## config.mk

```make
export PLATFORM = sky130hd
export DESIGN_NAME = psum_reader
export DESIGN_NICKNAME = d
export VERILOG_FILES = /design/src/rtl/psum_reader_pkg.sv /design/src/rtl/psum_reader_relu_unit.sv /design/src/rtl/psum_reader.sv
export SDC_FILE = /design/constraint.sdc
export NUM_CORES = 1
export LEC_CHECK = 0
export CORE_AREA = 2 2 51 53
export CTS_BUF_LIST = sky130_fd_sc_hd__clkbuf_4 sky130_fd_sc_hd__clkbuf_8
export CTS_CLUSTER_DIAMETER = 150
export DETAILED_ROUTE_END_ITERATION = 6
export DIE_AREA = 0 0 53 55
export HOLD_SLACK_MARGIN = 0.12
export PLACE_DENSITY = 0.74
export SLEW_MARGIN = 20
export SYNTH_ARGS = -nofsm -noshare
export SYNTH_HDL_FRONTEND = slang
export SYNTH_SLANG_ARGS = --single-unit
```

## constraint.sdc

```tcl
create_clock -name clk -period 1.8 [get_ports clk]
set_input_delay 0.36 -clock clk [delete_from_list [all_inputs] [get_ports clk]]
set_output_delay 0.36 -clock clk [all_outputs]
set_load 0.03 [all_outputs]
```

## src/rtl/psum_reader_pkg.sv

```systemverilog
// Shared layer-wide definitions for the partial-sum readout path.
// Also provides the index-width helper used by the reader.
package psum_reader_pkg;

    localparam int RELU_NODES            = 2;
    localparam int LAYER_1_OUT_BIT_WIDTH = 8;

    // A single-node layer still carries a 1-bit index.
    function automatic int idx_width(input int nodes);
        return (nodes > 1) ? $clog2(nodes) : 1;
    endfunction

endpackage

```

## src/rtl/psum_reader_relu_unit.sv

```systemverilog
// Combinational ReLU: negative two's-complement sums clamp to zero,
// non-negative sums pass through unchanged.
module relu_unit #(
    parameter int SUM_W = 8
) (
    input  logic [SUM_W-1:0] sum,
    output logic [SUM_W-1:0] relu
);

    assign relu = sum[SUM_W-1] ? '0 : sum;

endmodule

```

## src/rtl/psum_reader.sv

```systemverilog
// Captures a layer's partial-sum vector on load and streams the ReLU'd
// node values out one per valid/ready handshake.
//
//   state | meaning
//   IDLE  | waiting for load
//   DRAIN | snapshot held, presenting node[idx] until all nodes transfer
//   DONE  | one-cycle completion pulse; a load here is captured as in IDLE
module psum_reader
    import psum_reader_pkg::*;
#(
    parameter int NODES = RELU_NODES,
    parameter int SUM_W = LAYER_1_OUT_BIT_WIDTH
) (
    input  logic                        clk,
    input  logic                        clr,
    input  logic [NODES*SUM_W-1:0]      sum_in,
    input  logic                        load,
    output logic                        acc_clr,
    output logic [SUM_W-1:0]            node_data,
    output logic [idx_width(NODES)-1:0] node_idx,
    output logic                        node_valid,
    input  logic                        node_ready,
    output logic                        busy,
    output logic                        done,
    output logic                        overrun
);

    localparam int IDX_W = idx_width(NODES);
    localparam logic [IDX_W-1:0] LAST_IDX = IDX_W'(NODES - 1);

    typedef enum logic [1:0] {
        IDLE  = 2'd0,
        DRAIN = 2'd1,
        DONE  = 2'd2
    } state_t;

    state_t                 state;
    logic [NODES*SUM_W-1:0] snap;
    logic [IDX_W-1:0]       idx;
    logic [SUM_W-1:0]       sel_sum;

    always_ff @(posedge clk or posedge clr) begin
        if (clr) begin
            state   <= IDLE;
            snap    <= '0;
            idx     <= '0;
            acc_clr <= 1'b0;
            overrun <= 1'b0;
        end else begin
            acc_clr <= 1'b0;
            case (state)
                IDLE, DONE: begin
                    if (load) begin
                        snap    <= sum_in;
                        idx     <= '0;
                        acc_clr <= 1'b1;
                        state   <= DRAIN;
                    end else begin
                        state   <= IDLE;
                    end
                end
                DRAIN: begin
                    // A load here would tear the snapshot; flag it and drop it.
                    if (load)
                        overrun <= 1'b1;
                    if (node_ready) begin
                        if (idx == LAST_IDX)
                            state <= DONE;
                        else
                            idx <= idx + 1'b1;
                    end
                end
                default: state <= IDLE;
            endcase
        end
    end

    assign sel_sum    = snap[idx*SUM_W +: SUM_W];
    assign node_idx   = idx;
    assign node_valid = (state == DRAIN);
    assign busy       = (state == DRAIN);
    assign done       = (state == DONE);

    relu_unit #(
        .SUM_W (SUM_W)
    ) u_relu (
        .sum  (sel_sum),
        .relu (node_data)
    );

endmodule
```

**Yosys cells after proc, flatten, opt, wreduce, memory -nomap -nowiden**

Cells that the tools add are included.

- Add/subtract/negate cells: 1
- Equal/unequal tests: 5
- Shifts and indexed selects: 1
- Mux-type cells: 11
- Reductions and logical operators: 7

Operators by type and width:

| kind | number |
|---|---|
| $shiftx 16x5->8 | 1 |
| $mux 7 | 1 |
| $mux 1 | 6 |
| $reduce_and 2->1 | 3 |
| $mux 2 | 2 |
| $ne 2x2->1 const B | 2 |
| $pmux 2 s2 | 1 |
| $reduce_and 3->1 | 1 |
| $eq 2x1->1 const B | 1 |
| $eq 2x2->1 const B | 1 |
| $logic_not 2->1 | 1 |
| $ne 2x1->1 const B | 1 |
| $pmux 1 s2 | 1 |
| $reduce_bool 2->1 | 1 |
| $reduce_or 2->1 | 1 |
| $add 1x1->1 const B | 1 |

- Flip-flop bits (word level): 21
- Input port bits: 20

**Logic depth before layout (Yosys ltp)**

Gate-level depths: netlist (run 1).

- Word-level depth: 4
- Gate-level depth with buffers: 4

**Modules after synthesis**

A second synthesis (run 1) with hierarchy kept.

- Cells, all modules: 68
- Area total of the unflattened synthesis: 996.0 um2

Modules (own cells, without submodules):

| module | times used | cells each | area each (um2) | sequential area each (um2) |
|---|---|---|---|---|
| psum_reader | 1 | 59 | 940.9 | 525.5 |
| relu_unit | 1 | 9 | 55.1 | 0.0 |

**Least setup slack after synthesis (run 1)**

No wires, ideal clock.

- Path type: reg2out
- From: reg idx (netlist: node_idx)
- To: out node_data[0]
- Arrival: 1.568 ns
- Slack: -0.128 ns
- Stages on the path, launching flop included: 3
- Path through: dfrtp_1 buf_2 o32ai_1

- Longest elaborated chain between the ends: 2

RTL lines:

| what | line | text |
|---|---|---|
| from (decl) | psum_reader.sv:39 | `logic [IDX_W-1:0] idx;` |
| from (signal assigned) | psum_reader.sv:70 | `idx <= idx + 1'b1;` |
| $shiftx 16x5->8 | psum_reader.sv:78 | `assign sel_sum = snap[idx*SUM_W +: SUM_W];` |
| $mux 7 | psum_reader_relu_unit.sv:10 | `assign relu = sum[SUM_W-1] ? '0 : sum;` |
| to (decl) | psum_reader.sv:19 | `output logic [SUM_W-1:0] node_data,` |

Every way passes these cells.

**Final worst setup path (run 1)**

Ends and elaborated chain as after synthesis.

==> results of run 1 <==
==> worst max-delay path by stage <==
stage | start | endpoint | slack [ns] | cells past startpoint
6_report | node_idx | node_data[0] | 0.02 | 3
4_1_cts | node_idx | node_data[0] | 0.006 | 3
2_1_floorplan | node_idx | node_data[0] | -0.13 | 2
3_5_place_dp | load | snap[11] | 0.09 | 4
5_1_grt | node_idx | node_data[1] | -0.05 | 4
3_3_place_gp | load | snap[5] | 0.1 | 4
==> layer usage <==
| metal | routed length [um] | vias up | share of wire [%] | GRT usage [%] |
|---|---|---|---|---|
| li1 | - | 315 | - | - |
| met1 | 864 | 316 | 47 | 19.5 |
| met2 | 880 | 21 | 48 | 23.1 |
| met3 | 98 | 0 | 5.3 | 3.76 |
| met4 | 0 | 0 | 0 | 3.85 |
| met5 | 0 | - | 0 | 0 |
==> cells in the final DEF (no fill, tap or decap) <==
master	Yosys	routed
a21o_1	3	3
a21o_2	2	2
a221o_1	1	1
and2b_2	1	1
and3_1	1	1
buf_12	1	1
buf_4	2	7
buf_6	1	4
clkbuf_4	0	4
clkdlybuf4s15_1	0	2
clkdlybuf4s50_1	0	21
conb_1	1	1
dfrtp_1	21	21
dlygate4sd2_1	0	2
inv_1	3	3
mux2_2	8	8
mux2_4	8	8
nand2_1	5	5
nor2_2	0	1
nor2b_1	3	2
nor2b_2	1	2
nor3b_1	3	2
nor3b_2	0	1
o2bb2ai_1	2	2
o32ai_1	2	2
==> registers in the layout (all words and copies together), names as in the netlist <==
register / flops
node_idx: 1
overrun: 1
snap: 16
acc_clr: 1
state: 2
==> logic make-up after synthesis <==
logic type	after synthesis	share of synthesized area, %
AOI/OAI and AO/OA	10	8.73
buffers and inverters	8	6.42
DFF	21	53.9
muxes	16	21.6
other	1	0.385
and+or+nand+nor	15	8.99
==> area by class of cell <==
class                           instances  share of cell area, %
Multi-Input combinational cell         42                   29.0
Clock buffer                            4                   2.20
Sequential cell                        21                   38.5
Tap cell                               30                   2.75
Inverter                                3                  0.824
Timing Repair Buffer                   37                   26.7
==> power by group <==
part / leakage, nW / switching [mW] / internal, mW / total (mW)
Sequential: 0.245 / 0.170 / 0.690 / 0.860
Combinational: 0.368 / 0.646 / 0.684 / 1.33
Clock: 0.0184 / 0.137 / 0.101 / 0.238
==> worst max-delay path, cell delays in order (launching register included) <==
cell,delay (ns)
dfrtp_1,0.43
buf_6,0.16
o32ai_1,0.31
buf_4,0.22
==> through the flow <==
step           setup TNS, ns  instances  setup slack (ns)  util, %  power, mW
3_5_place_dp               0        132            0.0923     55.2       2.14
4_1_cts                    0        136           0.00613     56.6       2.37
6_report                   0        137            0.0239     57.8       2.43
5_1_grt              -0.0540        137           -0.0490     57.8       2.57
3_3_place_gp               0        132            0.0996     55.2       2.12
2_1_floorplan         -0.257         71            -0.128        -       1.73
==> timing repair <==
action,4_1_cts,5_1_grt
endpoints found under the setup margin,6,8
buffers inserted,0,1
gates resized for setup,6,7
==> results by group, run 1 <==
Route
  • Vias/cell: 4.76
  • Vias: 652
  • TritonRoute pass-1 iters: 4
  • Routed len/inst: 13.5 um
  • 1st-iter DRT viols: 8
  • Antenna viol nets, final: 0
  • # DRC: 0
  • Routed wire length: 1840 um

Layout
  • Net count, final: 128
  • Layout cells sized above 1: 36.4%
  • Reg area: ~530 um2
  • Final instance area: 1370 um2
  • Diode count: 0
  • Area Growth Syn to Fin: 40.2%
  • Multi-input gate area: between 300 and 400 um2
  • Layout fillers: 212

Status
  • Status: finished clean

GRT
  • GRT Residual Overflow: 0
  • Initial antenna violation count: 0
  • First-pass GRT wire length: 2990 um
  • Largest net degree at the start of global routing: 22
  • Total track usage: between 10% and 20%
  • Vias in the first global route: 625

STA
  • Unrepaired setup endpoints after global routing: true
  • Highest clock rate: 563 MHz
  • Final Slew Violations: 0
  • Hold slack: 0.382 ns
  • Crit share post-route: a little over nine tenths
  • Final hold violation count: 0
  • Final min period: between 1.5 and 2 ns
  • # setup viols final: 0
  • Skew final: roughly 0.005 ns

Clock tree
  • Worst-path clk slew: 0.12 ns
  • CTS sink count: 21
  • Inserted Clock Buffers: 3
  • Clk_lat worst skew: 0.30 ns
  • Post-CTS Hold Buffers: 0
  • Longest Clk Path Bufs: 2
  • H-tree levels: 1
  • CTS tree: done
  • Clock root cell: clkbuf_4

Job
  • Max_cap viols: 0

Synthesis
  • Mean Syn Cell Area: approximately 14 um2
  • Synth cell types: 21
  • Most frequent cells after synthesis: dfrtp_1 (21), mux2_2 (8), mux2_4 (8)
  • Top cells by area, synth: dfrtp_1 (54%), mux2_4 (12%), mux2_2 (9.2%)
  • Ys async rst share: 100%
  • Post-Syn Area: ~970 um2
  • Post-synth top flop: dfrtp_1
  • Post-synth EDFFs: 0
  • Top-count cell post-synth: dfrtp_1
  • Dominant cell type by area after synthesis: dfrtp_1
  • Synth warn: 0
  • Synthesized instance count: between 70 and 80
  • Post-synthesis sequential area ratio: a little over half
  • Post-synth net total: 91
  • Post-synth top area share: 53.9%
  • #FFs+latches synth: 21

Critical path
  • Crit path required time: roughly 1.4 ns
  • Startpoint types: flop
  • CP max FO: 12
  • Worst r2r dst: snap[11]
  • Setup Crit Path Kind: reg2out
  • CP Data Arrival Time: about 1.4 ns
  • R2R cell count: 3
  • Critical Path Sink Type: primary output
  • R2R Setup Slk: 0.56 ns
  • RR Startpoint: state[0]

Place
  • I/O Buffers: 32
  • Dpl cell area: 1310 um2
  • Gpl congestion: 0.735
  • HPWL Detailed: 1330 um

Min path
  • Worst hold path type: in2async

Power
  • Max IR drop VDD: 1.19 mV
  • PwrDens: 1780 nW/um2
  • Leakage power: around 0.63 nW

Floorplan
  • Top Ports: 34
  • Die area: roughly 2900 um2
  • Site Rows: 18
  • Initial core utilization: between 40 and 50%
  • Chip Height: 55 um
  • Chip Width: 53 um
  • Core ar.: 2360 um2
No activity file was read; power rests on OpenSTA's default activity.
==> inputs of run 2 (changes only) <==
--- a/config.mk
+++ b/config.mk
@@ -7,2 +7,3 @@
 export LEC_CHECK = 0
+export ABC_CLOCK_PERIOD_IN_PS = 1800
 export CORE_AREA = 2 2 51 53
@@ -13,3 +14,3 @@
 export HOLD_SLACK_MARGIN = 0.12
-export PLACE_DENSITY = 0.74
+export PLACE_DENSITY_LB_ADDON = 0.08
 export SLEW_MARGIN = 20
--- a/constraint.sdc
+++ b/constraint.sdc
@@ -3,2 +3,2 @@
 set_output_delay 0.36 -clock clk [all_outputs]
-set_load 0.03 [all_outputs]
+set_load 0.005 [all_outputs]
==> run 2 against run 1 <==
- the flow now finishes with violations (setup timing)
- sequential power is 4.5% higher
- clock power hardly changed
- clock-buffer cell count stayed put
- worst setup slack worse by 0.15 ns
- via count is 6.0% higher
- sequential share of layout area is 2.9 points lower
- total power is 4.1% lower
- critical endpoint is now node_data[1]
- largest power group unchanged
- highest routed layer is now met4
==> results by group, run 2 (synthesis results as in run 1) <==
Power
  • Combinational share of power: 51.1% (was 54.8%)
  • Tot Pwr: 2.33 mW (was 2.43 mW)
  • Leakage power: 0.740 nW (was 0.631 nW)
  • Max IR drop VDD: 0.872 mV (was 1.19 mV)
  • Pint: 1.61 mW (was 1.48 mW)
  • Clock power frac: 10.3% (was 9.8%)
  • Sw frac: 30.9% (was 39.3%)
  • PwrDens: 1570 nW/um2 (was 1780 nW/um2)
  • Flop pwr share: 38.6% (was 35.4%)
  • P_sw: 0.719 mW (was 0.953 mW)

Floorplan
  • Top Ports: 34 (unchanged)
  • Core ar.: 2360 um2 (unchanged)
  • Initial core utilization: 41.2% (unchanged)
  • Chip Height: 55 um (unchanged)
  • Chip Width: 53 um (unchanged)
  • Site Rows: 18 (unchanged)
  • Die area: 2920 um2 (unchanged)

Critical path
  • R2R Setup Slk: 0.45 ns (was 0.56 ns)
  • CP Data Arrival Time: 1.57 ns (was 1.42 ns)
  • CP Buf/Inv Count: 1 (was 2)
  • Critical Path Sink Type: primary output (unchanged)
  • CP max FO: 7 (was 12)
  • Max incr delay on CP: 0.49 ns (was 0.43 ns)
  • Setup Crit Path Kind: reg2out (unchanged)
  • Crit path required time: 1.44 ns (about the same)
  • CP max stage cell: clkdlybuf4s50_1 (was dfrtp_1)
  • Cells along the critical path: nor3b_2 -> a21o_1 -> clkdlybuf4s50_1 (was buf_6 -> o32ai_1 -> buf_4)
  • Worst r2r dst: snap[15] (was snap[11])
  • RR Startpoint: state[0] (unchanged)
  • Top Family by Delay on Critical Path: buffers and inverters (was flip-flops)
  • R2R cell count: 4 (was 3)
  • Startpoint types: flop (unchanged)

Layout
  • Commonest non-fill, non-tap cells in the layout: clkdlybuf4s50_1 (24), dfrtp_1 (18), buf_4 (10) (was dfrtp_1 (21), clkdlybuf4s50_1 (21), mux2_4 (8), mux2_2 (8), buf_4 (7))
  • Diode count: 0 (unchanged)
  • Largest regs: snap x16, state x2 (unchanged)
  • Most common cell after layout, fill and taps aside: clkdlybuf4s50_1
  • Area Growth Syn to Fin: 52.5% (was 40.2%)
  • Top reg by flops: snap (unchanged)
  • Final core occ: 62.9% (was 57.8%)
  • Net count, final: 135 (was 128)
  • Flip-flop count of the largest register after layout: 16 (unchanged)
  • Layout cells sized above 1: 44.7% (was 36.4%)

STA
  • Final Slew Violations: 0 (unchanged)
  • Unrepaired setup endpoints after global routing: true (unchanged)
  • # setup viols final: 2 (was 0)
  • Final hold violation count: 0 (unchanged)
  • Final setup margin: -0.131 ns (was 0.0239 ns)
  • Final min period: 1.93 ns (was 1.78 ns)
  • Skew final: 0.00682 ns (was 0.00505 ns)
  • Setup TNS: -0.141 ns (was 0 ns)
  • Crit share post-route: 107% (was 98.7%)
  • Highest clock rate: 518 MHz (was 563 MHz)

Clock tree
  • Post-CTS Hold Buffers: 0 (unchanged)
  • Longest Clk Path Bufs: 2 (unchanged)
  • Worst-path clk slew: 0.11 ns (was 0.12 ns)
  • H-tree levels: 1 (unchanged)
  • CTS sink count: 21 (unchanged)
  • Clk_lat worst skew: 0.30 ns (about the same)
  • Inserted Clock Buffers: 3 (unchanged)
  • Clock root cell: clkbuf_4 (unchanged)
  • CTS tree: done (unchanged)

Status
  • Status: finished with violations (was finished clean)
  • Failing checks: setup timing

Route
  • Vias/cell: 4.80 (was 4.76)
  • Routed len/inst: 13.6 um (was 13.5 um)
  • TritonRoute pass-1 iters: 4 (unchanged)
  • Antenna viol nets, final: 0 (unchanged)
  • 1st-iter DRT viols: 5 (was 8)
  • Routed wire length: 1960 um (was 1840 um)
  • Vias: 691 (was 652)
  • # DRC: 0 (unchanged)

Job
  • Max_cap viols: 0 (unchanged)

GRT
  • First-pass GRT wire length: 2990 um (unchanged)
  • Total track usage: 14.5% (was 14.4%)
  • Largest net degree at the start of global routing: 22 (unchanged)
  • Initial antenna violation count: 0 (unchanged)
  • Vias in the first global route: 666 (was 625)
  • GRT Residual Overflow: 0 (unchanged)

Place
  • I/O Buffers: 32 (unchanged)
  • HPWL Detailed: 1320 um (was 1330 um)
  • Gpl congestion: 0.664 (was 0.735)
  • Worst slack at placement: 0.0162 ns (was 0.0923 ns)

Min path
  • Worst hold path type: in2async (unchanged)
-- run 2: cell types whose count changed in the layout (fill, tap and decap cells not counted), sizes merged --
cell | before | now
dlymetal6s2s | 0 | 6
clkdlybuf4s50 | 21 | 24
clkdlybuf4s15 | 2 | 0
dlygate4sd2 | 2 | 0
buf | 12 | 13
clkbuf | 4 | 5
-- run 2: through the flow --
| step | hold WS, ns | instances | instance area, um2 |
|---|---|---|---|
| finish | 0.376 | 144 | 1490 |
| detailed placement | 0.449 | 132 | 1320 |
| global route | 0.411 | 144 | 1490 |
| CTS | 0.383 | 137 | 1380 |
| floorplan | 0.337 | 71 | 975 |
| global placement | 0.444 | 132 | 1320 |
-- run 2: power by group through the flow --
stage | sequential, mW | clock [mW] | combinational, mW
4_1_cts | 0.883 | 0.250 | 1.05
3_3_place_gp | 0.876 | 0 | 0.993
3_5_place_dp | 0.878 | 0 | 1.01
2_1_floorplan | 0.814 | 0 | 0.618
6_report | 0.899 | 0.240 | 1.19
5_1_grt | 0.927 | 0.266 | 1.30
-- run 2: worst reg2reg max path: stages, from the launching register on --
cell and delay, ns:
dfrtp_1 0.42, buf_4 0.15, nor2b_2 0.15, buf_12 0.18, mux2_2 0.34
-- run 2: layout make-up --
| class | instances | area, um2 |
|---|---|---|
| Clock buffer | 4 | 30.0 |
| Fill cell | 206 | 878 |
| Inverter | 3 | 11.3 |
| Multi-Input combinational cell | 42 | 447 |
| Sequential cell | 21 | 529 |
| Tap cell | 30 | 37.5 |
| Timing Repair Buffer | 44 | 432 |
-- run 2: worst max-delay path by stage --
stage | startpoint | cells past startpoint | slack (ns) | end
global placement | node_idx | 3 | 0.06 | node_data[2]
detailed placement | node_idx | 3 | 0.02 | node_data[2]
CTS | node_idx | 3 | -0.24 | node_data[2]
finish | node_idx | 3 | -0.13 | node_data[1]
floorplan | node_idx | 2 | 0.55 | node_data[0]
global route | node_idx | 3 | -0.22 | node_data[1]
-- run 2: repair_timing --
item | 4_1_cts | 5_1_grt
endpoints found under the setup margin | 10 | 8
pin swaps | 0 | 2
gates resized for setup | 7 | 24
endpoints found under the hold margin | 0 | 0
setup buffers | 1 | 7
-- run 2: per-layer routing --
metal / vias to the layer above / GRT usage (%) / wire length, um
li1: 330 / - / -
met1: 338 / 19.3 / 856
met2: 19 / 22.9 / 940
met3: 4 / 2.42 / 111
met4: 0 / 7.69 / 49
met5: - / 0 / 0
==> inputs of run 3 (changes only) <==
TNS_END_PERCENT = 20   (was default)
==> run 3 against run 2 <==
- the flow still finishes with violations (setup timing)
- utilization decreased by 1.7 points
- clock skew fell by 0.0021 ns
- non-clock buffer count down 5
- final area shrank 2.7%
- first-iteration DRC count shrank 80%
- total power is 4.2% lower
- critical path depth unchanged
- combinational power is 8% lower
- maximum frequency shrank 1.5%
- sequential cell count stayed put
- worst hold slack better by 0.0054 ns
- routed wire length down 5.4%
==> results by group, run 3 (synthesis results as in run 1) <==
Status
  • Status: finished with violations (unchanged)
  • Failing checks: setup timing (unchanged)

STA
  • Crit share post-route: 109% (was 107%)
  • Final setup margin: -0.159 ns (was -0.131 ns)
  • # setup viols final: 3 (was 2)
  • Final Slew Violations: 0 (unchanged)
  • Final hold violation count: 0 (unchanged)
  • Setup TNS: -0.314 ns (was -0.141 ns)
  • Final min period: 1.96 ns (was 1.93 ns)
  • Highest clock rate: 510 MHz (was 518 MHz)
  • Hold slack: 0.381 ns (was 0.376 ns)
  • Skew final: 0.00470 ns (was 0.00682 ns)
  • Unrepaired setup endpoints after global routing: true (unchanged)

GRT
  • Vias in the first global route: 663 (was 666)
  • Largest net degree at the start of global routing: 22 (unchanged)
  • Initial antenna violation count: 0 (unchanged)
  • Total track usage: 14.4% (was 14.5%)
  • GRT Residual Overflow: 0 (unchanged)
  • First-pass GRT wire length: 2960 um (was 2990 um)

Floorplan
  • Die area: 2920 um2 (unchanged)
  • Site Rows: 18 (unchanged)
  • Core ar.: 2360 um2 (unchanged)
  • Initial core utilization: 41.2% (unchanged)
  • Top Ports: 34 (unchanged)
  • Chip Width: 53 um (unchanged)
  • Chip Height: 55 um (unchanged)

Layout
  • Largest regs: snap x16, state x2 (unchanged)
  • Final instance area: 1450 um2 (was 1490 um2)
  • Commonest non-fill, non-tap cells in the layout: clkdlybuf4s50_1 (23), dfrtp_1 (19), mux2_4 (8), mux2_2 (8), dlymetal6s2s_1 (6) (was clkdlybuf4s50_1 (24), dfrtp_1 (18), buf_4 (10))
  • Flip-flop count of the largest register after layout: 16 (unchanged)
  • Net count, final: 130 (was 135)
  • Layout fillers: 211 (was 206)
  • Final core occ: 61.2% (was 62.9%)
  • Top reg by flops: snap (unchanged)
  • Area Growth Syn to Fin: 48.4% (was 52.5%)
  • Layout cells sized above 1: 41.3% (was 44.7%)
  • Most common cell after layout, fill and taps aside: clkdlybuf4s50_1 (unchanged)
  • Diode count: 0 (unchanged)
  • Final Instance Count excl. Fillers: 139 (was 144)

Power
  • Tot Pwr: 2.23 mW (was 2.33 mW)
  • Leakage power: 0.722 nW (was 0.740 nW)
  • Sw frac: 31.2% (was 30.9%)
  • Clock power frac: 10.6% (was 10.3%)
  • PwrDens: 1540 nW/um2 (was 1570 nW/um2)
  • Flop pwr share: 40.7% (was 38.6%)
  • Pint: 1.54 mW (was 1.61 mW)
  • P_sw: 0.696 mW (was 0.719 mW)
  • Max IR drop VDD: 0.870 mV (was 0.872 mV)
  • Combinational share of power: 48.7% (was 51.1%)

Route
  • Antenna viol nets, final: 0 (unchanged)
  • 1st-iter DRT viols: 1 (was 5)
  • Routed len/inst: 13.3 um (was 13.6 um)
  • Vias: 658 (was 691)
  • # DRC: 0 (unchanged)
  • Routed wire length: 1850 um (was 1960 um)
  • TritonRoute pass-1 iters: 3 (was 4)
  • Vias/cell: 4.73 (was 4.80)

Clock tree
  • Worst-path clk slew: 0.11 ns (about the same)
  • Clock root cell: clkbuf_4 (unchanged)
  • Inserted Clock Buffers: 3 (unchanged)
  • Post-CTS Hold Buffers: 0 (unchanged)
  • Clk_lat worst skew: 0.30 ns (about the same)
  • Longest Clk Path Bufs: 2 (unchanged)
  • H-tree levels: 1 (unchanged)
  • CTS tree: done (unchanged)
  • CTS sink count: 21 (unchanged)

Critical path
  • Crit path required time: 1.44 ns (about the same)
  • Setup Crit Path Kind: reg2out (unchanged)
  • CP Data Arrival Time: 1.60 ns (was 1.57 ns)
  • CP max FO: 7 (unchanged)
  • Startpoint types: flop (unchanged)
  • Critical Path Sink Type: primary output (unchanged)

Job
  • Max_cap viols: 0 (unchanged)

Place
  • Placed Instances: 132 (unchanged)
  • HPWL Detailed: 1320 um (unchanged)
  • I/O Buffers: 32 (unchanged)
  • Worst slack at placement: 0.0162 ns (unchanged)
  • Gpl congestion: 0.664 (unchanged)
  • Dpl cell area: 1320 um2 (unchanged)

Min path
  • Worst hold path type: in2async (unchanged)
run 3: area by class of cell:
type	instances	area, um2	share of cell area (%)
clock buffer	4	30.0	2.08
inverter	3	11.3	0.779
multi-input combinational	42	447	30.9
sequential	21	528	36.5
tap	30	37.5	2.60
timing repair buffer	39	393	27.2
run 3: repair_timing:
item / in CTS / in global routing
endpoints found under the setup margin: 10 / 8
resized for setup: 9 / 22
setup buffers: 0 / 3
run 3: power by group through the flow:
| stage | Sequential (mW) | Clock [mW] | Combinational, mW |
|---|---|---|---|
| floorplan | 0.814 | 0 | 0.618 |
| detailed placement | 0.878 | 0 | 1.01 |
| global placement | 0.876 | 0 | 0.993 |
| CTS | 0.891 | 0.250 | 1.02 |
| finish | 0.909 | 0.236 | 1.09 |
| global route | 0.941 | 0.265 | 1.19 |
run 3: final timing paths:
path / startpoint / end / slack [ns] / depth (start not counted)
min in group clk: overrun / overrun / 0.47 / 1
max reg2reg: node_idx / node_idx / 0.48 / 4
min: clr / snap[4] / 0.38 / 3
max: node_idx / node_data[1] / -0.16 / 3
min reg2reg: overrun / overrun / 0.47 / 1
max in group asynchronous: clr / node_idx / 1.19 / 3
run 3: critical path: stages, from the launching register on:
cell and delay, ns:
dfrtp_2 0.49, nor3b_2 0.22, a21o_1 0.10, clkdlybuf4s50_1 0.49
run 3: metal layers:
layer  vias up  wire (um)  global-route usage, %
met5         -          0                      0
met4         0         12                   7.69
met3         2        104                   2.42
met2        17        876                   22.5
met1       317        859                   19.3
li1        322          -                      -
==> patch 1, RTL diff (flow settings as in run 1) <==
The package constant `RELU_NODES` goes from 2 to 1.
--- a/src/rtl/psum_reader_pkg.sv
+++ b/src/rtl/psum_reader_pkg.sv
@@ -4,3 +4,3 @@
 
-    localparam int RELU_NODES            = 2;
+    localparam int RELU_NODES            = 1;
     localparam int LAYER_1_OUT_BIT_WIDTH = 8;
Ports: changed (resized sum_in); port bits go from 34 to 26. The function was not compared with the original's and may differ.
==> patch 1 against run 1 <==
  * Sequential cell count shrank 9
  * Cell area decreased by 38%
  * Die area unchanged
  * First-iteration DRC count fell by 100%
  * Routed wire length fell by 41%
  * Setup slack gained 120 ps
  * Synthesized cell count decreased by 44%
  * Via count fell by 44%
  * Synthesized area fell by 42%
  * Worst hold slack gained 14 ps
  * Combinational power shrank 73%
  * Total power down 62%
==> patch 1: results (changes against run 1) <==
* Met2 WL at 521 um (-41%)
* Pre-antenna DRT Iters at 1 (-3)
* Critical Path Start: state[1]
* Nets at 78 (-39%)
* Slowest stage cell, crit path: dlygate4sd2_1
* # port buffers at 23 (-28%)
* Routability congestion estimate at 0.630 (-14%)
* Sequential fraction of the synthesis area at 53.3% (-0.58 points)
* Sw Ratio at 33.3% (-6.0 points)
* Top area cells in the synthesized netlist: dfrtp_1, mux2_4, nor2b_1
* Met3 wire length at 121 um (+23%)
* Gr usage total at 8.72% (-5.7 points)
* Clock latency on the worst-skew pair at 270 ps (-30 ps)
* Clk pin slew, worst setup/hold paths at 80 ps (-40 ps)
* M1 WL at 440 um (-49%)
* Static Leakage at 0.000411 uW (-35%)
* Global routing usage on met3 at 5.91% (+2.2 points)
* Initial DRC Count at 0 (-8)
* Worst Clk Skew at 1.99 ps (-3.05 ps)
* CTS root buf: clkbuf_4
* Worst slack, placed at 153 ps (+61.1 ps)
* Crit-path max FO at 5 (-7)
* Distinct cell type count after synthesis at 12 (-43%)
* Setup WS post-layout at 144 ps (+120 ps)
* Grt met1 use at 9.55% (-10 points)
* Post-CTS Setup Repair Bufs at 0 (unchanged)
* Final Non-Filler Cells at 95 (-31%)
* Crit path arrival time at 1300 ps (-120 ps)
* R2r setup slk at 680 ps (+120 ps)
* Status: finished clean
* Largest net degree at the start of global routing at 13 (-41%)
* Max incr delay on CP at 410 ps (-20 ps)
* Placed Instance Area at 821 um^2 (-37%)
* Top delay family on crit path: buffers and inverters
* First-pass GRT wire length at 1750 um (-41%)
* Largest regs: snap x8, state x2
* Placed cells at 91 (-31%)
* Reg2reg start: state[0]
* Post-CTS resize count at 10 (+4)
* VDD IR max at 0.431 mV (-64%)
* Grt met2 use at 15.0% (-8.1 points)
* Share of cells above drive strength 1 at 26.2% (-10 points)
* Vias in the first global route at 379 (-39%)
* Vias at 362 (-44%)
* DRT Wirelength at 1080 um (-41%)
* Post-synth top cells: dfrtp_1, mux2_4, nor2b_1
* Reg2reg end: snap[3]
* Post-synthesis cell count at 40 (-44%)
## patch 1: power by group through the flow
| stage | combinational (uW) | sequential [uW] | clock (uW) |
|---|---|---|---|
| 2_1_floorplan | 258 | 359 | 0 |
| 3_3_place_gp | 397 | 362 | 0 |
| 3_5_place_dp | 399 | 367 | 0 |
| 4_1_cts | 365 | 363 | 223 |
| 5_1_grt | 385 | 370 | 237 |
| 6_report | 359 | 362 | 212 |
## patch 1: cells by family (layout without fill, tap and decap cells)
group	count (synthesis)	in the layout	synth area share [%]
DFF	12	12	53.3
and+or+nand+nor	11	11	14.4
muxes	8	8	21.3
buffers and inverters	6	30	7.33
AOI/OAI and AO/OA	2	2	2.89
other	1	2	0.666
## patch 1: layout make-up
type                            instances  area (um^2)
Clock buffer                            4         36.3
Fill cell                             261         1520
Inverter                                2         7.51
Multi-Input combinational cell         23          225
Sequential cell                        12          300
Tap cell                               30         37.5
Timing Repair Buffer                   24          238
